File: config.mk
export PLATFORM = sky130hd
export DESIGN_NAME = machine_timer
export DESIGN_NICKNAME = d
export VERILOG_FILES = /design/src/rtl/machine_timer_pkg.sv /design/src/rtl/mtimer_prescaler.sv /design/src/rtl/machine_timer.sv
export SDC_FILE = /design/constraint.sdc
export NUM_CORES = 1
export LEC_CHECK = 0
export CORE_ASPECT_RATIO = 0.75
export CORE_MARGIN = 2
export CORE_UTILIZATION = 50
export CTS_CLUSTER_SIZE = 30
export DETAILED_ROUTE_END_ITERATION = 10
export PLACE_DENSITY = 0.77
export SLEW_MARGIN = 20
export SYNTH_ARGS = -nofsm -noshare
export SYNTH_HDL_FRONTEND = slang
export SYNTH_SLANG_ARGS = --single-unit
File: constraint.sdc
create_clock -name clk -period 5 [get_ports clk]
set_input_delay 1 -clock clk [delete_from_list [all_inputs] [get_ports clk]]
set_output_delay 1 -clock clk [all_outputs]
set_load 0.02 [all_outputs]
File: src/rtl/machine_timer_pkg.sv
// Shared constants for the machine timer: register offsets within the 32-byte
// window, CTRL bit positions and the mtimecmp reset value.
package machine_timer_pkg;

  // Byte offsets inside the register window (addr[4:0])
  localparam logic [4:0] MTIMER_OFF_MTIME_LO      = 5'h00;
  localparam logic [4:0] MTIMER_OFF_MTIME_HI      = 5'h04;
  localparam logic [4:0] MTIMER_OFF_MTIMECMP_LO   = 5'h08;
  localparam logic [4:0] MTIMER_OFF_MTIMECMP_HI   = 5'h0C;
  localparam logic [4:0] MTIMER_OFF_CTRL          = 5'h10;
  localparam logic [4:0] MTIMER_OFF_MTIME_HI_SNAP = 5'h14;

  // CTRL layout: EN at bit 0, 8-bit PRESCALE field starting at bit 8
  localparam int unsigned MTIMER_CTRL_EN       = 0;
  localparam int unsigned MTIMER_CTRL_PRESCALE = 8;

  // mtimecmp resets to all-ones so the interrupt cannot fire before software sets it
  localparam logic [63:0] MTIMER_MTIMECMP_RST = 64'hFFFF_FFFF_FFFF_FFFF;

  // Assemble the CTRL read value; unused bits read as zero
  function automatic logic [31:0] mtimer_ctrl_word(input logic en, input logic [7:0] prescale);
    logic [31:0] w;
    w = '0;
    w[MTIMER_CTRL_EN] = en;
    w[MTIMER_CTRL_PRESCALE +: 8] = prescale;
    return w;
  endfunction

endpackage

File: src/rtl/mtimer_prescaler.sv
// Prescale counter for the machine timer. Counts 0..prescale while enabled and
// emits a one-cycle tick when the count equals prescale. Only built when
// MACHINE_TIMER_PRESCALE_EN is defined; otherwise the top ticks every enabled cycle.
`ifdef MACHINE_TIMER_PRESCALE_EN
module mtimer_prescaler (
  input  logic       clk,
  input  logic       clr_n,
  input  logic       en,
  input  logic       restart,
  input  logic [7:0] prescale,
  output logic       tick
);

  logic [7:0] cnt_q;

  assign tick = en && (cnt_q == prescale);

  // Counter returns to 0 on tick, restart (CTRL write) or while disabled
  always_ff @(posedge clk) begin
    if (!clr_n) begin
      cnt_q <= 8'd0;
    end else if (restart || !en || tick) begin
      cnt_q <= 8'd0;
    end else begin
      cnt_q <= cnt_q + 8'd1;
    end
  end

endmodule
`endif

File: src/rtl/machine_timer.sv
// Memory-mapped machine timer: 64-bit mtime/mtimecmp, CTRL and an mtime[63:32]
// snapshot register, driving a registered level interrupt. The prescaler is
// present only when MACHINE_TIMER_PRESCALE_EN is defined.
module machine_timer
  import machine_timer_pkg::*;
#(
  parameter logic [31:0] BASE_ADDR = 32'hFFFF_0100
) (
  input  logic        clk,
  input  logic        clr_n,
  input  logic        we,
  input  logic        re,
  input  logic [31:0] addr,
  input  logic [31:0] wdata,
  output logic [31:0] rdata,
  output logic        timer_irq
);

  logic       sel;
  logic [4:0] off;
  logic       wr_mtime_lo, wr_mtime_hi, wr_cmp_lo, wr_cmp_hi, wr_ctrl;
  logic       rd_mtime_lo;
  logic       tick;

  logic [63:0] mtime_q, mtime_d;
  logic [63:0] mtimecmp_q, mtimecmp_d;
  logic        en_q, en_d;
  logic [31:0] snap_q, snap_d;
  logic        irq_q, irq_d;
  logic [7:0]  prescale_rd;

  assign sel = (addr[31:5] == BASE_ADDR[31:5]);
  assign off = addr[4:0];

  assign wr_mtime_lo = we && sel && (off == MTIMER_OFF_MTIME_LO);
  assign wr_mtime_hi = we && sel && (off == MTIMER_OFF_MTIME_HI);
  assign wr_cmp_lo   = we && sel && (off == MTIMER_OFF_MTIMECMP_LO);
  assign wr_cmp_hi   = we && sel && (off == MTIMER_OFF_MTIMECMP_HI);
  assign wr_ctrl     = we && sel && (off == MTIMER_OFF_CTRL);
  assign rd_mtime_lo = re && sel && (off == MTIMER_OFF_MTIME_LO);

`ifdef MACHINE_TIMER_PRESCALE_EN
  logic [7:0] prescale_q, prescale_d;

  // PRESCALE field of CTRL
  always_comb begin
    prescale_d = prescale_q;
    if (wr_ctrl) begin
      prescale_d = wdata[MTIMER_CTRL_PRESCALE +: 8];
    end
  end

  // PRESCALE register
  always_ff @(posedge clk) begin
    if (!clr_n) begin
      prescale_q <= 8'd0;
    end else begin
      prescale_q <= prescale_d;
    end
  end

  assign prescale_rd = prescale_q;

  mtimer_prescaler u_prescaler (
    .clk      (clk),
    .clr_n    (clr_n),
    .en       (en_q),
    .restart  (wr_ctrl),
    .prescale (prescale_q),
    .tick     (tick)
  );
`else
  assign prescale_rd = 8'd0;
  assign tick        = en_q;
`endif

  // Next-state: bus writes take priority over the tick, which is dropped that cycle
  always_comb begin
    mtime_d    = mtime_q;
    mtimecmp_d = mtimecmp_q;
    en_d       = en_q;
    snap_d     = snap_q;
    if (wr_mtime_lo) begin
      mtime_d[31:0] = wdata;
    end else if (wr_mtime_hi) begin
      mtime_d[63:32] = wdata;
    end else if (tick) begin
      mtime_d = mtime_q + 64'd1;
    end
    if (wr_cmp_lo) begin
      mtimecmp_d[31:0] = wdata;
    end
    if (wr_cmp_hi) begin
      mtimecmp_d[63:32] = wdata;
    end
    if (wr_ctrl) begin
      en_d = wdata[MTIMER_CTRL_EN];
    end
    // Reading LO freezes the upper half so LO+SNAP form a consistent pair
    if (rd_mtime_lo) begin
      snap_d = mtime_q[63:32];
    end
    // Compare uses pre-edge register values, hence one cycle of IRQ latency
    irq_d = en_q && (mtime_q >= mtimecmp_q);
  end

  // Timer state registers with synchronous active-low clear
  always_ff @(posedge clk) begin
    if (!clr_n) begin
      mtime_q    <= 64'd0;
      mtimecmp_q <= MTIMER_MTIMECMP_RST;
      en_q       <= 1'b0;
      snap_q     <= 32'd0;
      irq_q      <= 1'b0;
    end else begin
      mtime_q    <= mtime_d;
      mtimecmp_q <= mtimecmp_d;
      en_q       <= en_d;
      snap_q     <= snap_d;
      irq_q      <= irq_d;
    end
  end

  assign timer_irq = irq_q;

  // Combinational read mux; unselected or unmapped offsets read 0
  always_comb begin
    rdata = 32'd0;
    if (sel) begin
      case (off)
        MTIMER_OFF_MTIME_LO:      rdata = mtime_q[31:0];
        MTIMER_OFF_MTIME_HI:      rdata = mtime_q[63:32];
        MTIMER_OFF_MTIMECMP_LO:   rdata = mtimecmp_q[31:0];
        MTIMER_OFF_MTIMECMP_HI:   rdata = mtimecmp_q[63:32];
        MTIMER_OFF_CTRL:          rdata = mtimer_ctrl_word(en_q, prescale_rd);
        MTIMER_OFF_MTIME_HI_SNAP: rdata = snap_q;
        default:                  rdata = 32'd0;
      endcase
    end
  end

endmodule

==> flow_summary.json <==
{
  "max_slew_margin": 0.243,
  "wl_per_cell_um": 22.2,
  "period_minus_slack_ns": 4.77,
  "grt_pass1_vias": 9631,
  "netlist_area_um2": 9870,
  "via_per_inst": 6.46,
  "die_width_um": 166,
  "hpwl_um": 26100,
  "num_rows": 44,
  "gr-total-overflow": 0,
  "outcome": "complete, no violations",
  "worst_ep_required_time_ns": 4.00,
  "grt_max_degree": 65,
  "cts.clk_slew.worst_paths_ns": 0.06,
  "antenna_found_initial": 1,
  "r2r_end": "mtime_q[52]",
  "rsz0062_at_grt": "no",
  "finalClockSkew_ns": 0.00590,
  "worst_slew_pin_slew_ns": 1.13,
  "dieArea_um2": 20900,
  "final_util": 0.606,
  "crit_path_end_kind": "output port",
  "routed-via-count": 10500,
  "syn_inst": 1293,
  "drive_gt1_frac": 0.0557,
  "min-delay-start": "snap_q[6]",
  "ios": 101,
  "final_cell_mix": "211 x nand2_1, 162 x dfxtp_1, 98 x clkdlybuf4s50_1, 90 x a21oi_1, 88 x nor2_1",
  "p_seq_frac": 0.460,
  "start_kind": "primary input",
  "ys.warnings.count": 0,
  "fin_setup_tns_ns": 0,
  "arrival_ns": 3.77,
  "worstPathMaxFanout": 31,
  "holdPathStages": 2,
  "rr_worst_depth": 6,
  "clock_sinks": 162,
  "crit_type": "primary input to output port",
  "clock-root-buffer": "clkbuf_16",
  "portBuffers": 100,
  "layout_commonest_cell": "nand2_1",
  "grt_pass1_wl_um": 55300,
  "clock_path_buffers": 2,
  "syn_to_final_growth_pct": 19.0,
  "htree_levels": 4,
  "holdPathEnd": "snap_q[6]",
  "hold_path.class": "flop to flop",
  "synthArstFlopShare": 0,
  "fmax_mhz": 210,
  "reg2reg_from": "mtime_q[10]",
  "p_leak_nw": 4.42,
  "final-setup-viol-count": 0,
  "drc": 0,
  "cts_hold_buf": 0,
  "power_switching_share": 0.230,
  "p_per_area_nw_per_um2": 239,
  "die_h_um": 126,
  "finalNetCount": 1488,
  "syn_avg_cell_area_um2": 7.63,
  "hold_violations": 0,
  "ys_seq_elements": 162,
  "gp_congestion": 1.02,
  "start_util": 0.509,
  "reg2reg_slack_ns": 1.64,
  "power.total_mw": 2.81,
  "max_cap_viol_count": 0,
  "final_antenna_net_count": 0,
  "ys.flop_type": "dfxtp_1",
  "intPower_mw": 2.16,
  "groute.usage.overall": 0.337,
  "cts_made_buffers": 17,
  "clock_latency_ns": 0.43,
  "cts_tree": "yes",
  "switching_power_mw": 0.647,
  "yosysUniqueCellTypes": 58,
  "fin_crit_sh": 0.953,
  "firstDrtPassIters": 5,
  "slew_violations": 0,
  "clockPowerShare": 0.482,
  "ir_worst_vdd_v": 0.000234,
  "synth-seq-area-share": 0.329,
  "synth_edf_count": 0,
  "synth_nets": 1426,
  "combPwrFrac": 0.059,
  "drt_iter0_markers": 1594,
  "timing.hold.ws_ns": 0.453,
  "drt-total-wl_um": 35900,
  "core-area_um2": 19400
}
Yosys cell counts, types with 4 or more instances:
master | instances | area (um2)
inv_1 | 78 | 293
xor2_1 | 5 | 43.8
a22o_1 | 14 | 123
and2_1 | 10 | 62.6
and3_1 | 13 | 81.3
nor2_1 | 88 | 330
a31oi_1 | 21 | 131
nor3_1 | 25 | 125
a311oi_1 | 11 | 96.3
o211ai_1 | 70 | 526
o21ai_0 | 39 | 195
ha_1 | 65 | 813
a2111oi_0 | 4 | 35.0
clkbuf_1 | 76 | 285
nand3_1 | 37 | 185
and4_1 | 5 | 43.8
or3_1 | 11 | 68.8
a21o_1 | 6 | 45.0
nor4_1 | 25 | 156
buf_1 | 9 | 33.8
nand4_1 | 33 | 206
a211oi_1 | 40 | 300
xnor2_1 | 37 | 324
or4_1 | 13 | 97.6
a22oi_1 | 46 | 345
o21a_1 | 4 | 30.0
a221oi_1 | 5 | 43.8
nand2_1 | 211 | 792
dfxtp_1 | 162 | 3240
a21oi_1 | 90 | 450
registers in the layout (all words and copies together) (netlist names):
name        count
snap_q         32
en_q            1
mtimecmp_q     64
mtime_q        64
timer_irq       1
routing by layer:
| metal | share of wire | global-route usage | wire length [um] |
|---|---|---|---|
| met4 | 0.022 | 0.0933 | 780 |
| met5 | 0.0015 | 0 | 55 |
| met2 | 0.41 | 0.485 | 14800 |
| met3 | 0.13 | 0.109 | 4590 |
| met1 | 0.44 | 0.485 | 15700 |
per-stage QoR:
step | worst slack, ns | area, um2 | cells
2_1_floorplan | 1.06 | 9870 | 1293
3_3_place_gp | 0.142 | 11100 | 1589
3_5_place_dp | 0.128 | 11100 | 1589
4_1_cts | 0.119 | 11700 | 1618
5_1_grt | 0.0780 | 11700 | 1618
6_report | 0.234 | 11700 | 1619
worst max-delay path, cell delays in order:
cell and delay, ns:
clkdlybuf4s50_1 0.42, or4b_1 0.52, or4_1 0.50, nor2_1 0.18, nand2_1 0.12, buf_12 0.20
a31oi_1 0.17, clkdlybuf4s50_1 0.64
worst max-delay path by stage:
stage               startpoint         to  slack (ns)  cells after the start
floorplan              addr[1]  rdata[14]        1.06                      7
global placement       addr[6]  rdata[14]        0.14                      8
detailed placement     addr[6]  rdata[14]        0.13                      8
CTS                    addr[6]  rdata[14]        0.12                      8
global route           addr[5]  rdata[26]        0.08                      8
finish                 addr[6]  rdata[27]        0.23                      8
cells by family (layout without fill, tap and decap cells):
family / after synthesis / after routing / synth area share
xor+xnor: 42 / 42 / 0.0373
buf+inv: 165 / 237 / 0.0629
compound gates: 368 / 368 / 0.252
other cells: 0 / 1 / 0
simple gates: 489 / 489 / 0.235
fa+ha+maj: 65 / 65 / 0.0824
flops: 162 / 162 / 0.329
mux: 2 / 2 / 0.00203
power by group through the flow:
stage,Sequential [mW],Clock (mW),Combinational (mW)
detailed placement,1.32,0,0.156
CTS,1.29,1.35,0.157
floorplan,1.32,0,0.0475
global placement,1.32,0,0.157
finish,1.29,1.35,0.164
global route,1.29,1.41,0.168
final cells by class:
cell class | count | area (um2)
Fill cell | 1722 | 7630
Multi-Input combinational cell | 966 | 6030
Sequential cell | 162 | 3240
Timing Repair Buffer | 129 | 1270
Clock buffer | 20 | 457
Tap cell | 253 | 317
Inverter | 79 | 297
Clock inverter | 9 | 133
Antenna cell | 1 | 2.50
what timing repair did:
action,CTS,global route
setup buffers,0,0
gates resized for setup,0,1
endpoints found under the setup margin,0,1
(Power assumes the default switching activity.)
